--- src/rtl/tmr_scrub_pkg.sv ---
// Shared types and the voting primitive for the TMR scrub path.
package tmr_scrub_pkg;

  typedef enum logic [1:0] {
    IDLE,
    READ,
    CHECK,
    WRITE
  } scrub_state_e;

  // Two-of-three majority on a single bit; applied bitwise by scrub_vote.
  function automatic logic maj3(input logic a, input logic b, input logic c);
    return (a & b) | (a & c) | (b & c);
  endfunction

endpackage

--- src/rtl/scrub_vote.sv ---
// Bitwise majority of three register copies plus a flag raised when any copy
// disagrees with the voted value.
module scrub_vote #(
  parameter int WIDTH = 8
) (
  input  logic [WIDTH-1:0] a,
  input  logic [WIDTH-1:0] b,
  input  logic [WIDTH-1:0] c,
  output logic [WIDTH-1:0] voted,
  output logic             mismatch
);
  import tmr_scrub_pkg::*;

  for (genvar i = 0; i < WIDTH; i++) begin : g_bit
    assign voted[i] = maj3(a[i], b[i], c[i]);
  end

  assign mismatch = (a != voted) | (b != voted) | (c != voted);

endmodule

--- src/rtl/tmr_scrub_controller.sv ---
// Periodic scrubber for a bank of triplicated registers: read, vote, and
// write back the voted value whenever any copy disagrees.
(* dont_triplicate = "true" *)
module tmr_scrub_controller #(
  parameter int NREG   = 8,
  parameter int WIDTH  = 8,
  parameter int PERIOD = 256,
  parameter int CNT_W  = 16
) (
  input  logic                    clk,
  input  logic                    rst,
  input  logic                    enable,
  input  logic                    force_scrub,
  output logic [$clog2(NREG)-1:0] addr,
  output logic                    rd_en,
  input  logic [WIDTH-1:0]        rd_a,
  input  logic [WIDTH-1:0]        rd_b,
  input  logic [WIDTH-1:0]        rd_c,
  output logic                    wr_en,
  output logic [WIDTH-1:0]        wr_data,
  output logic                    busy,
  output logic                    sweep_done,
  output logic [CNT_W-1:0]        err_count,
  output logic [$clog2(NREG)-1:0] last_err_addr
);
  import tmr_scrub_pkg::*;

  localparam int AW = $clog2(NREG);
  localparam int TW = $clog2(PERIOD);
  localparam logic [AW-1:0] LAST_ADDR = AW'(NREG - 1);
  localparam logic [TW-1:0] TIMER_END = TW'(PERIOD - 1);

  scrub_state_e     state_q, state_d;
  logic [TW-1:0]    timer_q, timer_d;
  logic [AW-1:0]    addr_q, addr_d;
  logic [AW-1:0]    last_err_addr_q, last_err_addr_d;
  logic             rd_en_q, rd_en_d;
  logic             wr_en_q, wr_en_d;
  logic             busy_q, busy_d;
  logic             sweep_done_q, sweep_done_d;
  logic [WIDTH-1:0] wr_data_q, wr_data_d;
  logic [CNT_W-1:0] err_count_q, err_count_d;
  logic [WIDTH-1:0] voted;
  logic             mismatch;
  logic             advance;

  scrub_vote #(.WIDTH(WIDTH)) u_vote (
    .a       (rd_a),
    .b       (rd_b),
    .c       (rd_c),
    .voted   (voted),
    .mismatch(mismatch)
  );

  always_comb begin
    state_d         = state_q;
    timer_d         = timer_q;
    addr_d          = addr_q;
    last_err_addr_d = last_err_addr_q;
    wr_data_d       = wr_data_q;
    err_count_d     = err_count_q;
    busy_d          = busy_q;
    rd_en_d         = 1'b0;
    wr_en_d         = 1'b0;
    sweep_done_d    = 1'b0;
    advance         = 1'b0;

    case (state_q)
      IDLE: begin
        if ((enable && timer_q == TIMER_END) || force_scrub) begin
          state_d = READ;
          addr_d  = '0;
          rd_en_d = 1'b1;
          busy_d  = 1'b1;
        end else if (enable) begin
          timer_d = timer_q + TW'(1);
        end
      end
      READ: state_d = CHECK;
      CHECK: begin
        // Read data is only valid in this cycle, so the vote is captured here.
        if (mismatch) begin
          state_d   = WRITE;
          wr_en_d   = 1'b1;
          wr_data_d = voted;
        end else begin
          advance = 1'b1;
        end
      end
      WRITE: begin
        advance         = 1'b1;
        last_err_addr_d = addr_q;
        if (err_count_q != '1) err_count_d = err_count_q + CNT_W'(1);
      end
      default: state_d = IDLE;
    endcase

    if (advance) begin
      if (addr_q == LAST_ADDR) begin
        state_d      = IDLE;
        addr_d       = '0;
        timer_d      = '0;
        busy_d       = 1'b0;
        sweep_done_d = 1'b1;
      end else begin
        state_d = READ;
        addr_d  = addr_q + AW'(1);
        rd_en_d = 1'b1;
      end
    end
  end

  always_ff @(posedge clk) begin
    if (rst) begin
      state_q         <= IDLE;
      timer_q         <= '0;
      addr_q          <= '0;
      last_err_addr_q <= '0;
      rd_en_q         <= 1'b0;
      wr_en_q         <= 1'b0;
      busy_q          <= 1'b0;
      sweep_done_q    <= 1'b0;
      wr_data_q       <= '0;
      err_count_q     <= '0;
    end else begin
      state_q         <= state_d;
      timer_q         <= timer_d;
      addr_q          <= addr_d;
      last_err_addr_q <= last_err_addr_d;
      rd_en_q         <= rd_en_d;
      wr_en_q         <= wr_en_d;
      busy_q          <= busy_d;
      sweep_done_q    <= sweep_done_d;
      wr_data_q       <= wr_data_d;
      err_count_q     <= err_count_d;
    end
  end

  assign addr          = addr_q;
  assign rd_en         = rd_en_q;
  assign wr_en         = wr_en_q;
  assign wr_data       = wr_data_q;
  assign busy          = busy_q;
  assign sweep_done    = sweep_done_q;
  assign err_count     = err_count_q;
  assign last_err_addr = last_err_addr_q;

endmodule
--- config.mk ---
export PLATFORM = sky130hd
export DESIGN_NAME = tmr_scrub_controller
export DESIGN_NICKNAME = d
export VERILOG_FILES = /design/src/rtl/tmr_scrub_pkg.sv /design/src/rtl/scrub_vote.sv /design/src/rtl/tmr_scrub_controller.sv
export SDC_FILE = /design/constraint.sdc
export NUM_CORES = 1
export LEC_CHECK = 0
export BUFFER_PORTS_ARGS = -buffer_cell sky130_fd_sc_hd__buf_2
export CAP_MARGIN = 25
export CORE_UTILIZATION = 25
export DETAILED_ROUTE_END_ITERATION = 6
export PLACE_DENSITY = 0.41
export SLEW_MARGIN = 30
export SYNTH_ARGS = -nofsm -noshare
export SYNTH_HDL_FRONTEND = slang
export SYNTH_SLANG_ARGS = --single-unit
export TNS_END_PERCENT = 20
--- constraint.sdc ---
create_clock -name clk -period 2.53 [get_ports clk]
set_input_delay 0.1265 -clock clk [delete_from_list [all_inputs] [get_ports clk]]
set_output_delay 0.1265 -clock clk [all_outputs]
set_load 0.05 [all_outputs]
# Word-level counts from Yosys, hierarchy flattened
# Index checks and enable logic that the tools add are counted.
[op_classes] muxes=26 bitwise=44 add_sub_neg=3 reduce_logical=12 n_eq_ne=11
[ops] operator="2-to-1 mux 8 bit" count=5
[ops] operator="AND 1 bit" count=24
[ops] operator="inequality test 8 bit" count=3
[ops] operator="bitwise OR 1 bit" count=18
[ops] operator="adder 16 x 1 -> 16 bit, second input constant" count=1
[ops] operator="inequality test 16 bit, second input constant" count=1
[ops] operator="2-to-1 mux 1 bit" count=12
[ops] operator="2-to-1 mux 3 bit" count=4
[ops] operator="adder 8 x 1 -> 8 bit, second input constant" count=1
[ops] operator="== test 8 bit, second input constant" count=1
[ops] operator="2-to-1 mux 2 bit" count=3
[ops] operator="inequality test 3 bit, second input constant" count=2
[ops] operator="case mux 2 bit (3 select lines)" count=1
[ops] operator="AND reduction 2 bit" count=3
[ops] operator="== test 2 bit, second input constant" count=2
[ops] operator="nonzero test 2 bit" count=2
[ops] operator="nonzero test 4 bit" count=1
[ops] operator="OR reduction 2 bit" count=2
[ops] operator="adder 3 x 1 -> 3 bit, second input constant" count=1
[ops] operator="== test 3 bit, second input constant" count=1
[ops] operator="AND reduction 3 bit" count=1
[ops] operator="== test 2 x 1 -> 1 bit, second input constant" count=1
[ops] operator="logical NOT 2 bit" count=1
[ops] operator="NOT 1 bit" count=2
[ops] operator="other kinds (3)" count=3
[totals] in_bits=28 reg_bits=44 out_inout_bits=34 elab_cells=106

# Logic depth before layout (Yosys ltp)
# Gate-level depths: netlist of the first run.
[logic_depth] ltp_word=10 ltp_mapped=7 mapped_depth_nobuf=7

# Modules after synthesis
# From an unflattened synthesis of the first run, not the netlist that was laid out.
[unflattened] cells_unflattened=288 area_unflattened_um2=2352.3
[modules_own_cells] module="tmr_scrub_controller" seq_area_each_um2=880.8 area_each_um2=2088.3 instances=1 cells_each=244
[modules_own_cells] module="scrub_vote" seq_area_each_um2=0.0 area_each_um2=264.0 instances=1 cells_each=44

# Least setup slack after synthesis of the first run
# Ideal clock, no wire load.
[synth_timing] path_kind="register to register" startpoint="register err_count_q[7] (netlist: err_count[7])" endpoint="register err_count_q[15] (netlist: err_count[15])" stages_incl_launch_ff=6 path_buffers=0 required_ns=2.409 arrival_ns=2.155 setup_time_ns=0.121 synth_period_minus_slack_ns=2.276 slack_ns=0.254 path_cell_list="dfxtp_1 > and4_4 > nand3_4 > or3_1 > nor4_1 > mux2_2"
[synth_via] elab_chain_len=2 elab_cells_between_ends=3 cone_classes="add/sub: 1; eq/ne: 1; reduce/logical: 1"
[synth_lines] element="start, declared" line_no="tmr_scrub_controller.sv:42" source="logic [CNT_W-1:0] err_count_q, err_count_d;"
[synth_lines] element="start signal, assigned" line_no="tmr_scrub_controller.sv:135" source="err_count_q <= err_count_d;"
[synth_lines] element="branches (longest 2 deep; another with adder 16 x 1 -> 16 bit)"
# Parallel ways; which one is timed is not known.
# A chain may end at the register's enable or synchronous reset.

# Worst setup path in the final report of the first run
[layout_timing] startpoint="register state_q[0]" endpoint="register timer_q[6]"
[layout_via] elab_chain_len=4 elab_cells_between_ends=7 cone_classes="eq/ne: 2; mux: 4; reduce/logical: 1"
[layout_lines] element="start, declared" line_no="tmr_scrub_controller.sv:33" source="scrub_state_e state_q, state_d;"
[layout_lines] element="start signal, assigned" line_no="tmr_scrub_controller.sv:126" source="state_q <= state_d;"
[layout_lines] element="logical NOT 2 bit" line_no="tmr_scrub_controller.sv:68" source="case (state_q)"
[layout_lines] element="2-to-1 mux 8 bit" line_no="tmr_scrub_controller.sv:68"
[layout_lines] element="2-to-1 mux 8 bit" line_no="tmr_scrub_controller.sv:99" source="if (addr_q == LAST_ADDR) begin"
[layout_lines] element="2-to-1 mux 8 bit *" line_no="tmr_scrub_controller.sv:98" source="if (advance) begin"
[layout_lines] element="end signal, assigned" line_no="tmr_scrub_controller.sv:127" source="timer_q <= timer_d;"
[layout_lines] element="end, declared" line_no="tmr_scrub_controller.sv:34" source="logic [TW-1:0] timer_q, timer_d;"
# Every way passes the cells marked *; elsewhere a longest branch is shown, timed or not.

==> impl_metrics.ini, run 1 <==
[outcome]
status = completed

[routing]
drc = 0
drtIter0Drc = 38
avgRoutedWirePerCell_microns = 12.6
wirelength_microns = 6040
vias = 2214
drtAntennaViolNets = 0
firstDrtPassIters = 4
viasPerCell = 4.63

[yosys]
synth.mux.area_fraction_pct = 8.30
synth.top_cells.by_count = 44 x dfxtp_1, 19 x nor2_1, 17 x a21oi_1
synth_top_family_by_area = simple AND/OR/NAND/NOR gates
async_flop_share_pct = 0
synth.cell_area_sq_um = 2490
synthAdderAreaFrac_pct = 4.53
synthCells = 281
synth_compound_gate_area_share_pct = 18.5
yosys.area_share.simple_pct = 23.7
syn-num-nets = 318
ys_seq_area_share_pct = 35.4
synth_top_area_share_pct = 35.4
synth_area_leaders = dfxtp_1 35%, mux2_2 5.9%, ha_1 4.5%, xor2_1 3.5%, a21oi_1 3.4%
ys_types = 53
synth_warnings = 0
synth-edff-count = 0
synth_xor_area_share_pct = 5.63
yosys.area.top_type = dfxtp_1
synth_seq_cells = 44
ys.flop_type = dfxtp_1
syn_avg_cell_area_sq_um = 8.85
synth_most_common_cell = dfxtp_1

[layout]
diodes = 0
postLayoutCoreUtil_pct = 31.5
register_area_sq_um = 881
drive_above_1_share_pct = 27.2
area_growth_pct = 23.2
fill_cells = 1077
nets = 381
multi_input_area_sq_um = 1510

[global_routing]
busiest_layer = met2
use_met2_pct = 20.1
antenna_found_initial = 0
first_global_vias = 1986
use_met1_pct = 15.3
grt_pass1_wl_microns = 9630
grt_use_total_pct = 11.9
grt_max_degree = 24
grt_remaining_overflow = 0
met3_usage_pct = 2.48

[floorplan]
die-area_sq_um = 10400
placeableCoreArea_sq_um = 9730
start_util_pct = 25.6
ios = 62
dieWidth_microns = 102
num_rows = 36
die_y_microns = 102

[critical_path]
cpMaxStageDelayCell = a211oi_2
cp-end-kind = register
path_class = reg2reg
required_ns = 2.74
path_buf_inv = 1
cp_cell_sequence = inv_1 > ha_1 > nand2b_1 > a211oi_2 > nand4_1 > xor2_1 > a211oi_1
worstPathArrival_ns = 2.23
critical_path.max_fanout = 8
critPathTopFamily = compound AO/OA/AOI/OAI gates
critPathLaunchType = register
worst_path_largest_cell_delay_ns = 0.49

[cts]
ctsHoldBuffers = 0
cts_made_buffers = 5
insertion_delay_ns = 0.29
cts_sinks = 44
clk_pin_slew_ns = 0.09
cts_setup_buffers = 0
postCtsResizedCells = 0
htree_levels = 2
cts_buffer_depth = 2
root_buffer = clkbuf_8
cts_tree = yes

[pwr]
clkPwrFrac_pct = 26.5
p_total_mw = 2.04
p_seq_share_pct = 40.2
p_per_area_nw_per_um2 = 665
internal-power_mw = 1.31
sw_frac_of_total_pct = 36.0
netSwitchingPower_mw = 0.734
irDropWorstVdd_uv = 222
leakagePower_nw = 1.27
pwr-share-comb_pct = 33.4

[worst_hold_path]
hp-class = in2reg

[sta]
report.final.slew_viol_count = 0
tightest_slew_ns = 0.533
finalSetupViolations = 0
clock.fmax_mhz = 495
period_share_pct = 79.9
min_period_ns = 2.02
setup_tns_ns = 0
fin_skew_ns = 0.00742
hold_viol = 0
grt_setup_unrepaired = no
worst_hold_slack_ns = 0.241
relSlewSlack_pct = 64.4

[placed_design]
hpwl_microns = 4540
port_buffers = 61
gp_congestion = 0.727

[flow_run]
cap_viol_max_count = 0
-- through the flow --
stage          instances  worst slack (ns)  instance area, sq um
2_1_floorplan        281             0.254                  2490
3_3_place_gp         470             0.534                  2960
3_5_place_dp         470             0.480                  2960
4_1_cts              478             0.476                  3070
5_1_grt              478             0.282                  3070
6_report             478             0.509                  3070
-- cell families (layout without fill, tap and decap cells) --
logic type / after synthesis / in the layout
flip-flops: 44 / 44
XOR/XNOR: 16 / 16
AND/OR/NAND/NOR: 105 / 105
buffers and inverters: 25 / 89
multiplexers: 19 / 19
adder cells (fa/ha/maj): 9 / 9
AO/OA/AOI/OAI: 63 / 63
-- power groups by stage --
stage	registers, mW	clock network, mW	logic (mW)
after global placement	0.835	0	0.679
after global routing	0.828	0.596	0.742
after detailed placement	0.838	0	0.684
after floorplan	0.984	0	0.355
after CTS	0.822	0.573	0.688
final	0.819	0.539	0.680
-- routing by layer --
| layer | share of wire (%) | wire length (microns) |
|---|---|---|
| met5 | 0 | 0 |
| met4 | 0.70 | 42 |
| met3 | 3.7 | 224 |
| met2 | 47 | 2860 |
| met1 | 48 | 2910 |
-- final timing paths --
path,start,endpoint,slack (ns),cells past startpoint
max reg2reg,state_q[0]$_SDFFE_PP0P_,timer_q[6]$_SDFF_PP0_,0.51,7
min,rst,wr_en$_SDFF_PP0_,0.24,2
max,state_q[0]$_SDFFE_PP0P_,timer_q[6]$_SDFF_PP0_,0.51,7
min reg2reg,addr[2]$_SDFFE_PP0P_,addr[2]$_SDFFE_PP0P_,0.49,2
-- sequential cells by signal, summed over array words and instances, names as in the netlist --
| register | flops |
|---|---|
| busy | 1 |
| wr_data | 8 |
| addr | 3 |
| timer_q | 8 |
| last_err_addr | 3 |
| rd_en | 1 |
| err_count | 16 |
| wr_en | 1 |
| state_q | 2 |
| sweep_done | 1 |
-- area by class of cell --
type | instances | area share [%]
Clock inverter | 2 | 1.14
Tap cell | 133 | 5.43
Clock buffer | 6 | 2.37
Multi-Input combinational cell | 212 | 49.2
Sequential cell | 44 | 28.7
Inverter | 14 | 1.71
Timing Repair Buffer | 67 | 11.4
-- placed cells by master (no fill, tap or decap), types with 2 or more instances in the layout --
cell type,Yosys,final
nand4_1,4,4
a211oi_1,9,9
nand2_1,16,16
nor3b_1,3,3
nand2b_1,5,5
buf_4,1,6
and3_1,4,4
buf_2,1,61
or4_1,2,2
clkbuf_8,0,5
mux2i_1,6,6
o21ai_0,12,12
mux2_2,13,13
or3_1,8,8
o2bb2ai_1,4,4
o31ai_1,3,3
dfxtp_1,44,44
nor2_1,19,19
nor4_1,6,6
ha_1,9,9
nor2b_1,12,12
nand3_1,11,11
xnor2_1,6,6
and2_1,2,2
a21oi_1,17,17
and3b_1,4,4
nor3_1,4,4
inv_1,14,14
xor2_1,10,10
(Power assumes the default switching activity.)
==> inputs of run 2 (changes only) <==
==> constraint.sdc (replaced) <==
create_clock -name clk -period 1.9 [get_ports clk]
set_input_delay 0.095 -clock clk [delete_from_list [all_inputs] [get_ports clk]]
set_output_delay 0.095 -clock clk [all_outputs]
set_load 0.05 [all_outputs]
==> run 2 against run 1 <==
  * Via count grew 1.5%
  * Largest power group unchanged
  * Critical path depth decreased by 2
  * Largest cell class unchanged
  * Fmax up 10%
  * Total power grew 33%
  * Core utilization up 2.1 points
==> impl_metrics.ini, run 2 (synthesized netlist as in run 1, its figures left out) <==
[sta]
setup_ws_ns = 0.0676
worst_hold_slack_ns = 0.212
report.final.slew_viol_count = 0
hold_viol = 0
period_share_pct = 96.4
relSlewSlack_pct = 69.7
grt_setup_unrepaired = yes
tightest_slew_ns = 0.453
min_period_ns = 1.83
finalSetupViolations = 0
clock.fmax_mhz = 546
fin_skew_ns = 0.00429

[routing]
drtIter0Drc = 70
firstDrtPassIters = 4
drtAntennaViolNets = 0
drc = 0
vias = 2248
viasPerCell = 4.51
wirelength_microns = 6150
avgRoutedWirePerCell_microns = 12.4

[layout]
area_growth_pct = 31.4
final_area_sq_um = 3270
diodes = 0
largest_reg_flops = 16
fill_cells = 1077
final_cell_mix = 61 x buf_2, 28 x dfxtp_1, 25 x buf_4
drive_above_1_share_pct = 36.7
layout_commonest_cell = buf_2
final_cells = 498
nets = 401

[cts]
cts_sinks = 44
cts_setup_buffers = 0
insertion_delay_ns = 0.29
htree_levels = 2
clk_pin_slew_ns = 0.08
cts_tree = yes
postCtsResizedCells = 0
cts_buffer_depth = 2
root_buffer = clkbuf_8
cts_made_buffers = 5
ctsHoldBuffers = 0

[critical_path]
rr_worst_depth = 5
critPathLaunchType = register
critical_path.max_fanout = 8
cp_cell_sequence = and4_4 > nand3_4 > or3_1 > or4_1 > a21oi_1
cp.depth = 5
worst_path_largest_cell_delay_ns = 0.51
path_class = reg2reg
required_ns = 2.12
cpMaxStageDelayCell = or4_1
critPathTopFamily = simple AND/OR/NAND/NOR gates
worstPathArrival_ns = 2.06
cp-end-kind = register
path_buf_inv = 0

[floorplan]
placeableCoreArea_sq_um = 9730
ios = 62
start_util_pct = 25.6
die_y_microns = 102
num_rows = 36
dieWidth_microns = 102
die-area_sq_um = 10400

[pwr]
irDropWorstVdd_uv = 299
clkPwrFrac_pct = 24.2
leakagePower_nw = 1.38
p_seq_share_pct = 39.6
p_per_area_nw_per_um2 = 830
internal-power_mw = 1.74
pwr-share-comb_pct = 36.2
sw_frac_of_total_pct = 36.0
netSwitchingPower_mw = 0.976

[global_routing]
grt_remaining_overflow = 0
use_met1_pct = 16.7
grt_max_degree = 20
use_met2_pct = 21.0
met3_usage_pct = 2.55
first_global_vias = 2137
antenna_found_initial = 0
busiest_layer = met2
grt_use_total_pct = 12.7
grt_pass1_wl_microns = 10500

[placed_design]
dpl.cell_count = 490
hpwl_microns = 4710
port_buffers = 61
placed_area_sq_um = 3150
dp_slack_ns = -0.0456
gp_congestion = 0.780

[worst_hold_path]
holdPathStages = 2
hp-class = in2reg

[outcome]
status = completed

[flow_run]
cap_viol_max_count = 0
==> run 2: power by group through the flow <==
stage          sequential [mW]  clock (mW)  combinational (mW)
3_3_place_gp              1.09           0               0.982
3_5_place_dp              1.09           0               0.988
4_1_cts                   1.07       0.700               0.992
2_1_floorplan             1.31           0               0.472
5_1_grt                   1.09       0.736                1.08
6_report                  1.07       0.657               0.982
==> run 2: metal layers <==
| layer | share of wire, % | vias to the layer above |
|---|---|---|
| met3 | 3.8 | 2 |
| met4 | 0.62 | 0 |
| met2 | 47 | 42 |
| met5 | 0 | - |
| met1 | 49 | 1012 |
| li1 | - | 1192 |
==> run 2: final cells by class <==
| type | count | area (sq um) | area share [%] |
|---|---|---|---|
| Multi-Input combinational cell | 212 | 1520 | 46.6 |
| Clock inverter | 1 | 5.00 | 0.153 |
| Tap cell | 133 | 166 | 5.09 |
| Inverter | 14 | 52.6 | 1.61 |
| Timing Repair Buffer | 87 | 513 | 15.7 |
| Clock buffer | 7 | 97.6 | 2.99 |
| Sequential cell | 44 | 911 | 27.9 |
==> run 2: worst paths after layout <==
path | from | end | slack (ns)
setup / recovery | err_count[9]$_SDFFE_PP0P_ | err_count[13]$_SDFFE_PP0P_ | 0.07
hold / removal | rst | rd_en$_SDFF_PP0_ | 0.21
setup reg to reg | err_count[9]$_SDFFE_PP0P_ | err_count[13]$_SDFFE_PP0P_ | 0.07
hold reg to reg | busy$_SDFF_PP0_ | busy$_SDFF_PP0_ | 0.47
==> run 2: metrics by stage <==
step | utilization (%) | TNS (ns) | total power, mW
finish | 33.6 | 0 | 2.71
global route | 33.6 | -0.0470 | 2.90
CTS | 33.5 | 0 | 2.77
detailed placement | 32.4 | -0.416 | 2.08
global placement | 32.4 | -0.347 | 2.08
floorplan | - | 0 | 1.78
==> run 2: worst reg2reg max path, cell delays in order, from the launching register on <==
cell,delay (ns)
dfxtp_4,0.35
and4_4,0.25
nand3_4,0.13
or3_1,0.39
or4_1,0.51
a21oi_1,0.14
